==> config.mk <==
export PLATFORM = sky130hd
export DESIGN_NAME = uart_rx
export DESIGN_NICKNAME = d
export VERILOG_FILES = /design/src/rtl/uart_rx.sv
export SDC_FILE = /design/constraint.sdc
export NUM_CORES = 1
export LEC_CHECK = 0
export CORE_MARGIN = 10
export CORE_UTILIZATION = 45
export CTS_CLUSTER_SIZE = 25
export DETAILED_ROUTE_END_ITERATION = 10
export PLACE_DENSITY = 0.66
export SLEW_MARGIN = 20
export SYNTH_ARGS = -nofsm -noshare
export SYNTH_HDL_FRONTEND = slang
export SYNTH_SLANG_ARGS = --single-unit
==> constraint.sdc <==
create_clock -name clk -period 2.3 [get_ports clk]
set_clock_uncertainty 0.15 [all_clocks]
set_input_delay 0.345 -clock clk [delete_from_list [all_inputs] [get_ports clk]]
set_output_delay 0.345 -clock clk [all_outputs]
set_load 0.02 [all_outputs]
==> src/rtl/uart_rx.sv <==
// uart_rx: oversampling UART receiver.
// The line is synchronized, a falling edge arms the frame, the start bit is
// confirmed at its middle, and every following bit is sampled one bit period
// later. A good stop bit loads rx_data and pulses rx_valid. A low stop bit
// pulses frame_err instead.
module uart_rx #(
  parameter int SAMPLING  = 16,
  parameter int DATA_BITS = 8
) (
  input  logic                 clk,
  input  logic                 reset,
  input  logic                 bclk,
  input  logic                 rx,
  output logic [DATA_BITS-1:0] rx_data,
  output logic                 rx_valid,
  output logic                 frame_err
);

  localparam int CW = $clog2(SAMPLING);
  localparam logic [CW-1:0] HALF_LAST = CW'(SAMPLING / 2 - 1);
  localparam logic [CW-1:0] FULL_LAST = CW'(SAMPLING - 1);
  localparam logic [CW-1:0] CNT_ZERO  = CW'(0);
  localparam logic [CW-1:0] CNT_ONE   = CW'(1);
  localparam logic [2:0]    LAST_BIT  = 3'(DATA_BITS - 1);

  typedef enum logic [1:0] {
    IDLE  = 2'd0,
    START = 2'd1,
    DATA  = 2'd2,
    STOP  = 2'd3
  } state_t;

  state_t               state, state_nxt;
  logic                 sync1, rx_s, rx_p;
  logic [CW-1:0]        tick_cnt, tick_nxt;
  logic [2:0]           bit_idx, idx_nxt;
  logic [DATA_BITS-1:0] shreg, shreg_nxt;
  logic                 load, ferr;

  // Two-flop synchronizer for the asynchronous line, preset to idle-high.
  always_ff @(posedge clk) begin
    if (!reset) begin
      sync1 <= 1'b1;
      rx_s  <= 1'b1;
    end else begin
      sync1 <= rx;
      rx_s  <= sync1;
    end
  end

  // Previous-tick line value used for falling-edge detection.
  always_ff @(posedge clk) begin
    if (!reset) begin
      rx_p <= 1'b1;
    end else if (bclk) begin
      rx_p <= rx_s;
    end
  end

  // State, counters and shift register. They move only on bclk ticks.
  always_ff @(posedge clk) begin
    if (!reset) begin
      state    <= IDLE;
      tick_cnt <= CNT_ZERO;
      bit_idx  <= 3'd0;
      shreg    <= '0;
    end else begin
      state    <= state_nxt;
      tick_cnt <= tick_nxt;
      bit_idx  <= idx_nxt;
      shreg    <= shreg_nxt;
    end
  end

  // Next-state, counter and shift logic, plus the end-of-frame strobes.
  always_comb begin
    state_nxt = state;
    tick_nxt  = tick_cnt;
    idx_nxt   = bit_idx;
    shreg_nxt = shreg;
    load      = 1'b0;
    ferr      = 1'b0;
    if (bclk) begin
      case (state)
        IDLE: begin
          if (rx_p && !rx_s) begin
            state_nxt = START;
            tick_nxt  = CNT_ZERO;
          end else begin
            state_nxt = IDLE;
          end
        end
        START: begin
          if (tick_cnt == HALF_LAST) begin
            tick_nxt = CNT_ZERO;
            idx_nxt  = 3'd0;
            if (!rx_s) begin
              state_nxt = DATA;
            end else begin
              state_nxt = IDLE;   // glitch, not a real start bit
            end
          end else begin
            tick_nxt = tick_cnt + CNT_ONE;
          end
        end
        DATA: begin
          if (tick_cnt == FULL_LAST) begin
            tick_nxt  = CNT_ZERO;
            shreg_nxt = {rx_s, shreg[DATA_BITS-1:1]};
            if (bit_idx == LAST_BIT) begin
              state_nxt = STOP;
              idx_nxt   = 3'd0;
            end else begin
              idx_nxt = bit_idx + 3'd1;
            end
          end else begin
            tick_nxt = tick_cnt + CNT_ONE;
          end
        end
        STOP: begin
          if (tick_cnt == FULL_LAST) begin
            tick_nxt  = CNT_ZERO;
            state_nxt = IDLE;
            if (rx_s) begin
              load = 1'b1;
            end else begin
              ferr = 1'b1;
            end
          end else begin
            tick_nxt = tick_cnt + CNT_ONE;
          end
        end
        default: begin
          state_nxt = IDLE;
          tick_nxt  = CNT_ZERO;
          idx_nxt   = 3'd0;
        end
      endcase
    end else begin
      state_nxt = state;
    end
  end

  // Registered outputs. The strobes last one cycle. rx_data holds between frames.
  always_ff @(posedge clk) begin
    if (!reset) begin
      rx_data   <= '0;
      rx_valid  <= 1'b0;
      frame_err <= 1'b0;
    end else begin
      rx_valid  <= load;
      frame_err <= ferr;
      if (load) begin
        rx_data <= shreg;
      end
    end
  end

endmodule

==> results of run 1 <==
==> state kept, by name (all words and copies together) (netlist names), named ones only <==
name       count
rx_data        8
bit_idx        3
rx_p           1
rx_valid       1
frame_err      1
rx_s           1
sync1          1
shreg          8
tick_cnt       4
state          1
==> metal layers <==
metal / global-route usage (%) / share of wire, %
met1: 10.6 / 45
met2: 15.3 / 47
met3: 3.99 / 4.6
met4: 6.71 / 3.0
met5: 0 / 0
==> worst max path at each step <==
| stage | startpoint | to | depth (start not counted) |
|---|---|---|---|
| after global routing | flip-flop | tick_cnt[3] | 4 |
| after CTS | rx_data[1] | rx_data[1] | 1 |
| final | rx_data[1] | rx_data[1] | 1 |
| after floorplan | bit_idx[0] | flip-flop | 6 |
| after detailed placement | bclk | shreg[5] | 6 |
| after global placement | bclk | shreg[7] | 6 |
==> cells by family (layout without fill, tap and decap cells) <==
logic type | Yosys count | in the layout | share of synthesized area [%]
AND/OR/NAND/NOR | 54 | 54 | 21.8
flip-flops | 30 | 30 | 45.2
multiplexers | 20 | 20 | 15.1
AO/OA/AOI/OAI | 15 | 15 | 9.04
buffers and inverters | 12 | 30 | 5.46
adder cells (fa/ha/maj) | 3 | 3 | 2.83
XOR/XNOR | 1 | 1 | 0.659
==> layout make-up <==
cell class | instances | area share [%]
Clock buffer | 7 | 3.58
Multi-Input combinational cell | 93 | 42.6
Clock inverter | 1 | 0.325
Tap cell | 31 | 2.52
Timing Repair Buffer | 18 | 10.9
Sequential cell | 30 | 39.1
Inverter | 4 | 0.976
==> placed cells by master, fill, tap and decap left out, drive strengths merged <==
| master | instances |
|---|---|
| or3b | 2 |
| clkinv | 1 |
| nand2b | 5 |
| nor4b | 1 |
| nand3 | 3 |
| o21a | 2 |
| nor3 | 1 |
| o211ai | 1 |
| a21oi | 4 |
| o31ai | 1 |
| o21ai | 3 |
| nand3b | 2 |
| mux2i | 20 |
| and2 | 2 |
| nand4 | 1 |
| nor2 | 27 |
| nand2 | 6 |
| buf | 5 |
| o311a | 1 |
| a22oi | 1 |
| nor2b | 2 |
| a21boi | 1 |
| and3 | 1 |
| clkdlybuf4s50 | 13 |
| xor2 | 1 |
| ha | 3 |
| a32o | 1 |
| inv | 4 |
| clkbuf | 7 |
| dfxtp | 30 |
| nand4b | 1 |
==> cells in the mapped netlist, drive strengths merged, types with 3 or more instances <==
| library cell | instances | share of area (%) |
|---|---|---|
| nand2b | 5 | 2.4 |
| ha | 3 | 2.8 |
| a21oi | 4 | 2.6 |
| mux2i | 20 | 15 |
| nand3 | 3 | 1.1 |
| o21ai | 3 | 1.1 |
| dfxtp | 30 | 45 |
| buf | 4 | 3.1 |
| nand2 | 6 | 1.7 |
| inv | 4 | 1.1 |
| clkbuf | 4 | 1.2 |
| nor2 | 27 | 7.6 |
==> power by group through the flow <==
stage               Sequential, mW  Combinational, mW  Clock (mW)
floorplan                    0.535             0.0220           0
global placement             0.538             0.0307           0
detailed placement           0.538             0.0311           0
CTS                          0.526             0.0312       0.337
global route                 0.526             0.0342       0.351
finish                       0.525             0.0309       0.323
==> metrics.txt, run 1 <==
# TYPE chip_impl_metric gauge
chip_impl_metric{name="finalSetupTns",unit="ps"} 0
chip_impl_metric{name="placedInstanceArea",unit="sq um"} 1480
chip_impl_metric{name="grt.overflow.total",unit=""} 0
chip_impl_metric{name="power.switching",unit="mW"} 0.195
chip_impl_metric{name="max_slew.worst_pin.slew",unit="ps"} 540
chip_impl_metric{name="setup-violations-final",unit=""} 0
chip_impl_metric{name="yosysUniqueCellTypes",unit=""} 33
chip_impl_metric{name="grt_start_max_net_pins",unit=""} 23
chip_impl_info{name="min_path_type",value="flip-flop to flip-flop"} 1
chip_impl_metric{name="intPower",unit="mW"} 0.684
chip_impl_metric{name="leakage",unit="nW"} 0.637
chip_impl_info{name="setup.worst_path.end_class",value="output pin"} 1
chip_impl_metric{name="drtPass1Iterations",unit=""} 4
chip_impl_metric{name="detail_route.drc_violations",unit=""} 0
chip_impl_metric{name="globalplace.congestion",unit=""} 0.813
chip_impl_metric{name="ys_async_sr_fraction",unit="%"} 0
chip_impl_metric{name="initial_utilization",unit="%"} 47.8
chip_impl_info{name="timing.critical_path.max_delay_family",value="buffers and inverters"} 1
chip_impl_metric{name="drt_first_iter_violations",unit=""} 76
chip_impl_metric{name="synth-edff-count",unit=""} 0
chip_impl_metric{name="grt_first_pass_wirelength",unit="mm"} 4.14
chip_impl_info{name="setup_repair_after_global_routing_missed_its_margin",value="no"} 1
chip_impl_metric{name="crit_buf_inv",unit=""} 1
chip_impl_metric{name="insertedDiodeCount",unit=""} 0
chip_impl_metric{name="total_number_of_h_tree_levels",unit=""} 2
chip_impl_metric{name="fin_total_pwr",unit="mW"} 0.880
chip_impl_metric{name="numCtsBuffers",unit=""} 5
chip_impl_metric{name="area_delta_synth_final",unit="%"} 15.7
chip_impl_info{name="critPathSlowestCell",value="sky130_fd_sc_hd__clkdlybuf4s50_1"} 1
chip_impl_info{name="cts_tree",value="built"} 1
chip_impl_metric{name="grt_pass1_vias",unit=""} 926
chip_impl_metric{name="yosysSeqAreaShare",unit="%"} 45.2
chip_impl_info{name="setup.worst_path.class",value="flip-flop to output pin"} 1
chip_impl_info{name="worstPathCellList",value="clkdlybuf4s50_1"} 1
chip_impl_metric{name="worst_slew_margin_rel",unit="%"} 63.9
chip_impl_metric{name="numPlacedInstances",unit=""} 176
chip_impl_metric{name="placeableCoreArea",unit="sq um"} 2780
chip_impl_info{name="reg2reg_to",value="bit_idx[0]"} 1
chip_impl_metric{name="final_cells",unit=""} 184
chip_impl_metric{name="timing.final.crit_share",unit="%"} 77.4
chip_impl_metric{name="routed_length_per_instance",unit="um"} 13.1
chip_impl_metric{name="drt_wirelength",unit="mm"} 2.40
chip_impl_metric{name="r2r_setup_slack",unit="ps"} 530
chip_impl_info{name="worstSetupStartpointType",value="flip-flop"} 1
chip_impl_metric{name="die_w",unit="um"} 74.3
chip_impl_metric{name="finish.net_count",unit=""} 159
chip_impl_info{name="clock-root-buffer",value="sky130_fd_sc_hd__clkbuf_4"} 1
chip_impl_metric{name="synth_area_per_cell",unit="sq um"} 9.84
chip_impl_metric{name="maximum_buffer_depth_of_the_clock_tree",unit=""} 2
chip_impl_info{name="reg2reg_from",value="state[0]"} 1
chip_impl_metric{name="layout_setup_ws",unit="ps"} 520
chip_impl_metric{name="route.detailed.vias_per_inst",unit=""} 5.29
chip_impl_metric{name="clk_pin_slew",unit="ps"} 90
chip_impl_metric{name="fraction_of_layout_instances_using_a_drive_strength_above_1",unit="%"} 12.4
chip_impl_metric{name="syn-instance-count",unit=""} 135
chip_impl_metric{name="ff_latch_area",unit="sq um"} 601
chip_impl_metric{name="grt_antenna_before_repair",unit=""} 0
chip_impl_metric{name="count_of_cells_along_the_worst_hold_path",unit=""} 1
chip_impl_info{name="hold_end",value="rx_s"} 1
chip_impl_metric{name="die_height",unit="um"} 74.3
chip_impl_metric{name="final-max-slew-violation-count",unit=""} 0
chip_impl_metric{name="dpl.hpwl",unit="mm"} 1.69
chip_impl_info{name="status",value="finished clean"} 1
chip_impl_metric{name="timing.critical_path.arrival",unit="ps"} 1280
chip_impl_metric{name="detailedPlace.worstSlack",unit="ps"} 295
chip_impl_metric{name="hold_slack",unit="ps"} 265
chip_impl_info{name="ys.flop_type",value="sky130_fd_sc_hd__dfxtp_1"} 1
chip_impl_metric{name="clock_power_share",unit="%"} 36.8
chip_impl_info{name="startpoint_of_the_worst_hold_path",value="sync1"} 1
chip_impl_metric{name="postCtsHoldBufs",unit=""} 0
chip_impl_metric{name="pwr-share-seq",unit="%"} 59.7
chip_impl_metric{name="place.port_buffers",unit=""} 13
chip_impl_metric{name="worst-path-max-fanout",unit=""} 2
chip_impl_metric{name="vdd_drop_max",unit="mV"} 0.539
chip_impl_metric{name="clk_lat_worst_skew",unit="ps"} 330
chip_impl_metric{name="r2r_cells",unit=""} 4
chip_impl_metric{name="vias",unit=""} 973
chip_impl_metric{name="swShare",unit="%"} 22.2
chip_impl_metric{name="synth_fp_nets",unit=""} 142
chip_impl_metric{name="groute.usage.overall",unit="%"} 9.77
chip_impl_metric{name="yosys_register_bits",unit=""} 30
chip_impl_metric{name="postRouteAntennaNets",unit=""} 0
chip_impl_metric{name="synth.yosys.warnings",unit=""} 0
chip_impl_metric{name="power.share.combinational",unit="%"} 3.5
chip_impl_metric{name="finalCoreUtilization",unit="%"} 55.3
chip_impl_metric{name="rows",unit=""} 19
chip_impl_metric{name="peak_per_stage_delay_on_the_critical_path",unit="ps"} 610
chip_impl_metric{name="timing.max_cap.violations",unit=""} 0
chip_impl_metric{name="clock.fmax",unit="MHz"} 562
chip_impl_metric{name="report.final.hold_viol_count",unit=""} 0
chip_impl_metric{name="timing.final.crit_period",unit="ps"} 1780
chip_impl_metric{name="cts-resized-gates",unit=""} 0
chip_impl_metric{name="die-area",unit="sq um"} 5530
chip_impl_metric{name="cts_post_setup_buffers_inserted",unit=""} 0
chip_impl_metric{name="clock-sinks",unit=""} 30
chip_impl_metric{name="io-pin-count",unit=""} 14
chip_impl_metric{name="design_area",unit="sq um"} 1540
chip_impl_metric{name="netlist_area",unit="sq um"} 1330
chip_impl_metric{name="power-per-cell-area",unit="nW/um^2"} 572
chip_impl_metric{name="critPathRequiredTime",unit="ps"} 1800
chip_impl_metric{name="multi_input_area",unit="sq um"} 656
chip_impl_metric{name="fill_cells",unit=""} 250
Note: power is estimated with default switching activity, not from simulation.
==> run 2, diff against run 1 <==
Clock period 2.3 ns to 1.78 ns, I/O delays scaled along.
==> run 2 against run 1 <==
Compared with the run above: combinational power increased by 48%; setup slack got worse by 440 ps; total power increased by 42%; via count decreased by 2.3%; die area unchanged; count of clock-buffer cells in the layout unchanged.
==> metrics.txt, run 2 (synthesis results as in run 1) <==
# TYPE chip_impl_metric gauge
chip_impl_metric{name="numCtsBuffers",unit=""} 5
chip_impl_metric{name="cts_post_setup_buffers_inserted",unit=""} 0
chip_impl_metric{name="drt_first_iter_violations",unit=""} 53
chip_impl_metric{name="route.detailed.vias_per_inst",unit=""} 5.03
chip_impl_metric{name="vdd_drop_max",unit="mV"} 0.603
chip_impl_metric{name="setup-violations-final",unit=""} 0
chip_impl_metric{name="finalCoreUtilization",unit="%"} 57.8
chip_impl_metric{name="routed_length_per_instance",unit="um"} 12.7
chip_impl_metric{name="groute.usage.overall",unit="%"} 9.54
chip_impl_metric{name="detail_route.drc_violations",unit=""} 0
chip_impl_metric{name="initial_utilization",unit="%"} 47.8
chip_impl_info{name="clock-root-buffer",value="sky130_fd_sc_hd__clkbuf_4"} 1
chip_impl_info{name="final_common_cell",value="sky130_fd_sc_hd__dfxtp_1"} 1
chip_impl_metric{name="total_number_of_h_tree_levels",unit=""} 2
chip_impl_metric{name="peak_per_stage_delay_on_the_critical_path",unit="ps"} 620
chip_impl_metric{name="clock-sinks",unit=""} 30
chip_impl_metric{name="area_delta_synth_final",unit="%"} 20.9
chip_impl_metric{name="place.port_buffers",unit=""} 13
chip_impl_metric{name="worst-path-max-fanout",unit=""} 2
chip_impl_metric{name="critPathRequiredTime",unit="ps"} 1360
chip_impl_metric{name="timing.final.crit_period",unit="ps"} 1700
chip_impl_metric{name="timing.max_cap.violations",unit=""} 0
chip_impl_metric{name="clk_lat_worst_skew",unit="ps"} 320
chip_impl_metric{name="vias",unit=""} 951
chip_impl_metric{name="dpl.hpwl",unit="mm"} 1.73
chip_impl_metric{name="placeableCoreArea",unit="sq um"} 2780
chip_impl_metric{name="die_w",unit="um"} 74.3
chip_impl_info{name="timing.critical_path.max_delay_family",value="buffers and inverters"} 1
chip_impl_metric{name="grt_pass1_vias",unit=""} 924
chip_impl_info{name="min_path_type",value="flip-flop to flip-flop"} 1
chip_impl_metric{name="globalplace.congestion",unit=""} 0.804
chip_impl_metric{name="multi_input_area",unit="sq um"} 666
chip_impl_metric{name="worst_slew_margin_rel",unit="%"} 72.7
chip_impl_metric{name="timing.final.crit_share",unit="%"} 95.7
chip_impl_metric{name="io-pin-count",unit=""} 14
chip_impl_metric{name="maximum_buffer_depth_of_the_clock_tree",unit=""} 2
chip_impl_metric{name="postRouteAntennaNets",unit=""} 0
chip_impl_metric{name="grt_start_max_net_pins",unit=""} 23
chip_impl_info{name="layout_top_registers",value="rx_data: 8 flops, shreg: 8 flops, tick_cnt: 4 flops"} 1
chip_impl_metric{name="drt_wirelength",unit="mm"} 2.39
chip_impl_metric{name="clk_pin_slew",unit="ps"} 90
chip_impl_metric{name="drtPass1Iterations",unit=""} 4
chip_impl_metric{name="clock.fmax",unit="MHz"} 587
chip_impl_metric{name="max_slew.worst_pin.slew",unit="ps"} 409
chip_impl_info{name="worstSetupStartpointType",value="flip-flop"} 1
chip_impl_metric{name="die-area",unit="sq um"} 5530
chip_impl_info{name="setup.worst_path.end_class",value="output pin"} 1
chip_impl_metric{name="finalSetupTns",unit="ps"} 0
chip_impl_metric{name="rows",unit=""} 19
chip_impl_metric{name="power-per-cell-area",unit="nW/um^2"} 775
chip_impl_metric{name="crit_buf_inv",unit=""} 1
chip_impl_info{name="setup.worst_path.class",value="flip-flop to output pin"} 1
chip_impl_metric{name="hold_slack",unit="ps"} 272
chip_impl_metric{name="ff_latch_area",unit="sq um"} 603
chip_impl_metric{name="fill_cells",unit=""} 238
chip_impl_info{name="worstPathCellList",value="clkdlybuf4s50_1"} 1
chip_impl_metric{name="report.final.hold_viol_count",unit=""} 0
chip_impl_metric{name="timing.critical_path.arrival",unit="ps"} 1290
chip_impl_info{name="status",value="finished clean"} 1
chip_impl_metric{name="finish.net_count",unit=""} 164
chip_impl_info{name="cts_tree",value="built"} 1
chip_impl_info{name="most-common-layout-cells",value="28 x sky130_fd_sc_hd__dfxtp_1, 27 x sky130_fd_sc_hd__nor2_1, 20 x sky130_fd_sc_hd__mux2i_1"} 1
chip_impl_info{name="setup_repair_after_global_routing_missed_its_margin",value="no"} 1
chip_impl_metric{name="leakage",unit="nW"} 0.667
chip_impl_metric{name="final-max-slew-violation-count",unit=""} 0
chip_impl_info{name="critPathSlowestCell",value="sky130_fd_sc_hd__clkdlybuf4s50_1"} 1
chip_impl_metric{name="grt_first_pass_wirelength",unit="mm"} 4.09
chip_impl_metric{name="die_height",unit="um"} 74.3
chip_impl_metric{name="grt.overflow.total",unit=""} 0
chip_impl_metric{name="fraction_of_layout_instances_using_a_drive_strength_above_1",unit="%"} 17.7
chip_impl_metric{name="grt_antenna_before_repair",unit=""} 0
chip_impl_metric{name="insertedDiodeCount",unit=""} 0
run 2: changes by cell type in the layout (fill, tap and decap cells not counted):
cell | before | now
sky130_fd_sc_hd__dfxtp_1 | 30 | 28
sky130_fd_sc_hd__buf_4 | 5 | 9
sky130_fd_sc_hd__clkbuf_1 | 1 | 2
sky130_fd_sc_hd__buf_6 | 0 | 1
sky130_fd_sc_hd__nor3_2 | 0 | 1
sky130_fd_sc_hd__clkinv_2 | 1 | 0
sky130_fd_sc_hd__dfxtp_2 | 0 | 2
sky130_fd_sc_hd__ha_2 | 0 | 1
sky130_fd_sc_hd__ha_1 | 3 | 2
sky130_fd_sc_hd__nand2_1 | 6 | 5
sky130_fd_sc_hd__bufinv_16 | 0 | 1
sky130_fd_sc_hd__nor3_1 | 1 | 0
sky130_fd_sc_hd__clkbuf_8 | 1 | 0
sky130_fd_sc_hd__nand2_2 | 0 | 1
run 2: worst register-to-register path: stages (launching register included):
cell,delay [ps]
sky130_fd_sc_hd__dfxtp_2,340
sky130_fd_sc_hd__ha_1,190
sky130_fd_sc_hd__ha_1,180
sky130_fd_sc_hd__or3b_4,390
sky130_fd_sc_hd__nand2_2,80
sky130_fd_sc_hd__nor3_2,50
sky130_fd_sc_hd__a32o_1,220
run 2: path summary, 6_finish.rpt:
| path | from | to | slack, ps | cells past startpoint |
|---|---|---|---|---|
| hold reg to reg | sync1 | rx_s | 270 | 1 |
| setup reg to reg | bit_idx[0] | flip-flop | 90 | 6 |
| hold / removal | sync1 | rx_s | 270 | 1 |
| setup / recovery | rx_data[7] | rx_data[7] | 80 | 1 |
run 2: metrics by stage:
step | instance area (sq um) | std cells | power (mW) | worst slack, ps
after floorplan | 1330 | 135 | 0.720 | 162
after global placement | 1520 | 181 | 0.738 | -61.2
after detailed placement | 1520 | 181 | 0.738 | -106
after CTS | 1590 | 189 | 1.26 | 18.0
after global routing | 1610 | 189 | 1.30 | 6.95
final | 1610 | 189 | 1.25 | 76.1
run 2: layout make-up:
| type | instances | area share [%] |
|---|---|---|
| Clock buffer | 7 | 2.80 |
| Clock inverter | 1 | 1.87 |
| Inverter | 4 | 0.935 |
| Multi-Input combinational cell | 93 | 41.4 |
| Sequential cell | 30 | 37.5 |
| Tap cell | 31 | 2.41 |
| Timing Repair Buffer | 23 | 13.0 |
run 2: what timing repair did:
| item | in CTS | in global routing |
|---|---|---|
| hold buffers | 0 | 0 |
| resized for setup | 0 | 6 |
| setup endpoints to repair | 0 | 12 |
run 2: routing by layer:
| layer | up-vias | track usage, % | share of wire, % |
|---|---|---|---|
| li1 | 501 | - | - |
| met4 | 0 | 5.08 | 1.4 |
| met3 | 6 | 5.05 | 5.9 |
| met1 | 430 | 10.5 | 44 |
| met2 | 14 | 14.6 | 48 |
| met5 | - | 0 | 0 |
run 2: power by group:
| part | internal (mW) | switching [mW] | total [mW] | leakage (nW) |
|---|---|---|---|---|
| Clock | 0.298 | 0.224 | 0.522 | 0.0395 |
| Sequential | 0.674 | 0.00336 | 0.678 | 0.243 |
| Combinational | 0.0223 | 0.0235 | 0.0458 | 0.385 |
| Total | 0.994 | 0.251 | 1.25 | 0.667 |
